$ cat src/rtl/softmax_pkg.sv
// Shared types and constants for the softmax scheduler slice.
package softmax_pkg;
    localparam int         LANES           = 10;
    localparam int         DW              = 16;
    localparam logic [3:0] CLASS_NONE      = 4'hF;
    localparam int         DEFAULT_TIMEOUT = 64;

    typedef enum logic [2:0] {
        IDLE,
        CLR,
        LAUNCH,
        WAIT,
        ARGMAX,
        RESP
    } sched_state_t;
endpackage

$ cat src/rtl/softmax_scheduler_rr_arbiter.sv
// Combinational round-robin arbiter; the pointer register lives in the parent.
module rr_arbiter #(
    parameter  int N  = 2,
    localparam int IW = (N > 1) ? $clog2(N) : 1
) (
    input  logic [N-1:0]  req,
    input  logic [IW-1:0] last,
    output logic [N-1:0]  grant,
    output logic [IW-1:0] grant_idx
);
    int            cand;
    logic [IW-1:0] sel;

    // Walk from the farthest candidate to the nearest so the lane right after
    // the previous winner overrides any other hit.
    always_comb begin
        grant     = '0;
        grant_idx = '0;
        cand      = 0;
        sel       = '0;
        for (int k = N; k >= 1; k--) begin
            cand = (int'(last) + k) % N;
            sel  = IW'(cand);
            if (req[sel]) begin
                grant      = '0;
                grant[sel] = 1'b1;
                grant_idx  = sel;
            end
        end
    end
endmodule

$ cat src/rtl/softmax_scheduler.sv
// Shares one softmax unit between NUM_REQ lanes and returns probs plus argmax class.
// Optional watchdog: define SOFTMAX_SCHED_WATCHDOG_EN to abort stalled jobs after TIMEOUT WAIT cycles.
module softmax_scheduler
    import softmax_pkg::*;
#(
    parameter int NUM_REQ = 2,
    parameter int LANES   = softmax_pkg::LANES,
    parameter int DW      = softmax_pkg::DW,
    parameter int TIMEOUT = softmax_pkg::DEFAULT_TIMEOUT
) (
    input  logic                        clk,
    input  logic                        rst,
    input  logic [NUM_REQ-1:0]          req_valid,
    output logic [NUM_REQ-1:0]          req_ready,
    input  logic [NUM_REQ*LANES*DW-1:0] req_logits,
    output logic [NUM_REQ-1:0]          rsp_valid,
    input  logic [NUM_REQ-1:0]          rsp_ready,
    output logic [LANES*DW-1:0]         rsp_probs,
    output logic [3:0]                  rsp_class,
    output logic                        rsp_err,
    output logic                        sm_rst,
    output logic                        sm_in_valid,
    output logic [LANES*DW-1:0]         sm_logits,
    input  logic [LANES*DW-1:0]         sm_probs,
    input  logic                        sm_out_valid
);
    localparam int GW = (NUM_REQ > 1) ? $clog2(NUM_REQ) : 1;
    localparam int VW = LANES * DW;

    sched_state_t         state, state_next;
    logic [GW-1:0]        last_grant, grant_lane;
    logic [NUM_REQ-1:0]   arb_grant;
    logic [GW-1:0]        arb_idx;
    logic                 accept, timeout, cur_wins, last_lane;
    logic [3:0]           idx, best_idx;
    logic signed [DW-1:0] best, cur;

    rr_arbiter #(.N(NUM_REQ)) u_arb (
        .req       (req_valid),
        .last      (last_grant),
        .grant     (arb_grant),
        .grant_idx (arb_idx)
    );

    assign accept      = (state == IDLE) && !rst && (|req_valid);
    assign req_ready   = accept ? arb_grant : '0;
    assign rsp_valid   = (state == RESP) ? (NUM_REQ'(1) << grant_lane) : '0;
    assign sm_rst      = rst || (state == CLR);
    assign sm_in_valid = (state == LAUNCH);

    assign cur       = rsp_probs[int'(idx)*DW +: DW];
    assign cur_wins  = cur > best;
    assign last_lane = (idx == 4'(LANES - 1));

`ifdef SOFTMAX_SCHED_WATCHDOG_EN
    localparam int CW = $clog2(TIMEOUT + 1);
    logic [CW-1:0] wait_cnt;
    logic          err_q;

    always_ff @(posedge clk) begin
        if (rst) begin
            wait_cnt <= '0;
            err_q    <= 1'b0;
        end else begin
            if (state == LAUNCH)
                wait_cnt <= '0;
            else if (state == WAIT)
                wait_cnt <= wait_cnt + 1'b1;
            if (accept)
                err_q <= 1'b0;
            else if (timeout)
                err_q <= 1'b1;
        end
    end

    // Fires in the WAIT cycle whose increment would make the count reach TIMEOUT.
    assign timeout = (state == WAIT) && !sm_out_valid && (wait_cnt == CW'(TIMEOUT - 1));
    assign rsp_err = err_q;
`else
    assign timeout = 1'b0;
    assign rsp_err = 1'b0;
`endif

    always_comb begin
        state_next = state;
        case (state)
            IDLE:    if (accept) state_next = CLR;
            CLR:     state_next = LAUNCH;
            LAUNCH:  state_next = WAIT;
            WAIT: begin
                if (sm_out_valid)
                    state_next = ARGMAX;
                else if (timeout)
                    state_next = RESP;
            end
            ARGMAX:  if (last_lane) state_next = RESP;
            RESP:    if (rsp_ready[grant_lane]) state_next = IDLE;
            default: state_next = IDLE;
        endcase
    end

    always_ff @(posedge clk) begin
        if (rst) begin
            state      <= IDLE;
            last_grant <= GW'(NUM_REQ - 1);
            grant_lane <= '0;
            sm_logits  <= '0;
            rsp_probs  <= '0;
            rsp_class  <= '0;
        end else begin
            state <= state_next;
            case (state)
                IDLE: begin
                    if (accept) begin
                        grant_lane <= arb_idx;
                        sm_logits  <= req_logits[int'(arb_idx)*VW +: VW];
                    end
                end
                WAIT: begin
                    if (sm_out_valid) begin
                        rsp_probs <= sm_probs;
                    end else if (timeout) begin
                        rsp_probs <= '0;
                        rsp_class <= CLASS_NONE;
                    end
                end
                ARGMAX: begin
                    if (last_lane)
                        rsp_class <= cur_wins ? idx : best_idx;
                end
                RESP: begin
                    if (rsp_ready[grant_lane])
                        last_grant <= grant_lane;
                end
                default: ;
            endcase
        end
    end

    // Argmax scratch: seeded with the most negative value, strict compare keeps the lowest index on ties.
    always_ff @(posedge clk) begin
        if (state == WAIT) begin
            idx      <= '0;
            best     <= {1'b1, {(DW-1){1'b0}}};
            best_idx <= '0;
        end else if (state == ARGMAX) begin
            idx <= idx + 1'b1;
            if (cur_wins) begin
                best     <= cur;
                best_idx <= idx;
            end
        end
    end
endmodule

$ cat config.mk
export PLATFORM = sky130hd
export DESIGN_NAME = softmax_scheduler
export DESIGN_NICKNAME = d
export VERILOG_FILES = /design/src/rtl/softmax_pkg.sv /design/src/rtl/softmax_scheduler_rr_arbiter.sv /design/src/rtl/softmax_scheduler.sv
export SDC_FILE = /design/constraint.sdc
export NUM_CORES = 1
export LEC_CHECK = 0
export BUFFER_PORTS_ARGS = -buffer_cell sky130_fd_sc_hd__buf_4
export CAP_MARGIN = 20
export CORE_AREA = 2 2 319 321
export DETAILED_ROUTE_END_ITERATION = 16
export DIE_AREA = 0 0 321 323
export SYNTH_ARGS = -nofsm -noshare
export SYNTH_HDL_FRONTEND = slang
export SYNTH_SLANG_ARGS = --single-unit
$ cat constraint.sdc
create_clock -name clk -period 5.8 [get_ports clk]
set_input_delay 0 -clock clk [delete_from_list [all_inputs] [get_ports clk]]
set_output_delay 0 -clock clk [all_outputs]
set_load 0.005 [all_outputs]
==> results.json <==
{
  "instances_no_fill": 4384,
  "cpMaxStageDelayCell": "dfxtp_4",
  "drv_cap": 0,
  "p_leak_nw": 12.9,
  "hpwl_um": 59000,
  "ant_nets": 0,
  "postPlaceCellArea_sq_mm": 0.0230,
  "gr-usage-all-layers_pct": 15.0,
  "fin_skew_ps": 40.8,
  "clock-sinks": 353,
  "rsz0062_at_grt": "no",
  "max_stage_delay_ps": 870,
  "die_x_um": 321,
  "gr-usage-met3_pct": 5.97,
  "p_per_area_mw_per_mm2": 288,
  "nets": 3540,
  "status": "complete, no violations",
  "grt_pass1_wl_um": 117000,
  "synth_ff_type": "dfxtp_1",
  "ys_async_sr_fraction_pct": 0,
  "crit_family": "multiplexers",
  "core_area_sq_mm": 0.101,
  "initial_core_util_pct": 15.5,
  "ir_drop_v": 0.000188,
  "path_cells": "buf_4 > mux4_2 > mux2i_1 > o22ai_1 > ha_1 > nand4_1 > nor3_2 > a21bo_4 > and4_4 > o21ai_2 > buf_4 > mux2_4",
  "worst_pin_slew_ps": 1090,
  "fmax_mhz": 219,
  "slew_headroom_pct": 27.2,
  "period_minus_slack_ps": 4570,
  "endpoint_kind": "flip-flop",
  "drtPass1Iterations": 5,
  "clock_latency_ps": 610,
  "first_global_vias": 18156,
  "dieHeight_um": 323,
  "grt.overflow.total": 0,
  "fp.dieArea_sq_mm": 0.104,
  "worstPathArrival_ps": 5070,
  "final_area_sq_mm": 0.0301,
  "worst-path-max-fanout": 40,
  "via_count": 18482,
  "placed_cells": 3731,
  "synth.distinct_cells": 50,
  "cp_num_buf_inv": 2,
  "use_met2_pct": 23.4,
  "busiest_layer": "met2",
  "cts_tree": "done",
  "clk_pin_slew_worst_paths_ps": 60,
  "wl_um": 82800,
  "path_class": "reg2reg",
  "drcViolationCount": 0,
  "final.setup.tns_ps": 0,
  "place_congestion": 0.942,
  "finalCritPeriodShare_pct": 78.7,
  "clock_path_buffers": 3,
  "viasPerCell": 4.22,
  "routedWlPerCell_um": 18.9,
  "synth_area_sq_mm": 0.0156,
  "syn_avg_cell_area_sq_um": 9.04,
  "io_pins": 818,
  "required_ps": 6300,
  "finalSetupViolCount": 0,
  "synthCells": 1726,
  "met1_usage_pct": 18.4,
  "rows": 117,
  "htree_levels": 2,
  "synth_edf_count": 0,
  "hp-class": "in2reg",
  "grt_max_degree": 193,
  "area_delta_synth_final_pct": 93.0,
  "synth-seq-area-share_pct": 45.3,
  "synth.net_count": 2231,
  "crit_top_cell": "buf_4",
  "slew_viol_final": 0,
  "mostFrequentLayoutCells": "840 x buf_4, 567 x dlygate4sd3_1, 351 x dfxtp_1",
  "drive_gt1_share_pct": 31.8,
  "cts_buffers": 44,
  "final_common_cell": "buf_4",
  "synth_seq_cells": 353,
  "antenna_found_initial": 20,
  "drtIter0Drc": 1126,
  "hold_viol": 0,
  "ys_warn_count": 0,
  "io_buffers": 816,
  "root_buffer": "clkbuf_16",
  "start_kind": "flip-flop"
}
[final cells by class]
class,instances,area (sq um)
diodes,6,15.0
multi-input cells,1202,7810
clock buffers,66,1240
clock inverters,14,185
flip-flops and latches,353,7070
inverters,22,82.6
fillers,10341,70600
repair buffers,1412,12100
well taps,1309,1640
[report_power, final]
part	internal, mW	switching [mW]
clock	1.59	1.18
sequential	2.81	0.329
combinational	1.49	1.27
total	5.89	2.78
[cells by family (layout without fill, tap and decap cells)]
group                    count (synthesis)  count (layout)  synth area share, %
other                                    1               7               0.0240
XOR/XNOR                                 3               3                0.168
AO/OA/AOI/OAI                          372             372                 15.0
adder cells (fa/ha/maj)                 18              18                 1.44
AND/OR/NAND/NOR                        562             562                 14.4
multiplexers                           246             246                 18.9
buffers and inverters                  171            1514                 4.82
flip-flops                             353             353                 45.3
[worst min-delay path, delay by kind of cell]
| family | cells | cell delay [ps] |
|---|---|---|
| buffers and inverters | 2 | 630 |
| AO/OA/AOI/OAI | 1 | 100 |
| AND/OR/NAND/NOR | 1 | 40 |
[path summary, 6_finish.rpt]
check	start	endpoint	slack, ps	depth (start not counted)
setup / recovery	idx[0]$_SDFFE_PP0P_	best[2]$_SDFFE_PP0P_	1230	12
hold / removal	sm_probs[64]	rsp_probs[64]$_SDFFE_PP0P_	180	4
setup reg to reg	idx[0]$_SDFFE_PP0P_	best[2]$_SDFFE_PP0P_	1230	12
hold reg to reg	best_idx[2]$_SDFFE_PP0P_	best_idx[2]$_SDFFE_PP0P_	470	2
[synthesized netlist by cell type (2+ instances only)]
master    count  area share (%)
o22ai_1      15            0.60
a311oi_1      2            0.11
o21ai_0       9            0.29
mux2_4       16             1.5
dfxtp_1     353              45
a211oi_1    161             7.7
mux4_2       32             4.6
buf_4         9            0.43
o21bai_1      2           0.096
and2_1        5            0.20
nor3_1        2           0.064
buf_1         6            0.14
buf_2        49             1.6
nand2_1     334             8.0
nand4_1       5            0.20
nor2b_1       2           0.080
clkbuf_1     83             2.0
inv_1        22            0.53
buf_6         2            0.14
a21oi_1     173             5.5
nand3_1       3           0.096
xnor2_1       2            0.11
nor2_1      194             4.7
mux2i_1     197              13
and4_2        3            0.19
and3_1        2           0.080
ha_1         18             1.4
o211ai_1      3            0.14
[sequential cells by signal (all words and copies together) (netlist names)]
| name | count |
|---|---|
| rsp_probs | 160 |
| sm_logits | 160 |
| last_grant | 1 |
| grant_lane | 1 |
| best | 16 |
| best_idx | 4 |
| state | 3 |
| idx | 4 |
| rsp_class | 4 |
[layer usage]
layer,part of all wire [%],wire length (um),vias up
met5,0.12,99,-
met4,4.0,3270,14
met3,10,8450,202
met2,45,37300,817
met1,41,33700,8783
li1,-,-,8666
[metrics by stage]
step	total power [mW]	worst slack (ps)	util (%)	hold WS (ps)
6_report	8.67	1230	29.9	185
5_1_grt	9.13	918	29.9	169
4_1_cts	8.73	1190	29.9	111
3_5_place_dp	5.55	1210	22.8	257
3_3_place_gp	5.51	1270	22.8	248
2_1_floorplan	4.36	2370	-	114
[timing repair]
| item | CTS | global route |
|---|---|---|
| resized for setup | 0 | 0 |
| endpoints found under the hold margin | 329 | 0 |
| hold buffers | 567 | 0 |
| setup buffers | 0 | 0 |
(Power assumes the default switching activity.)
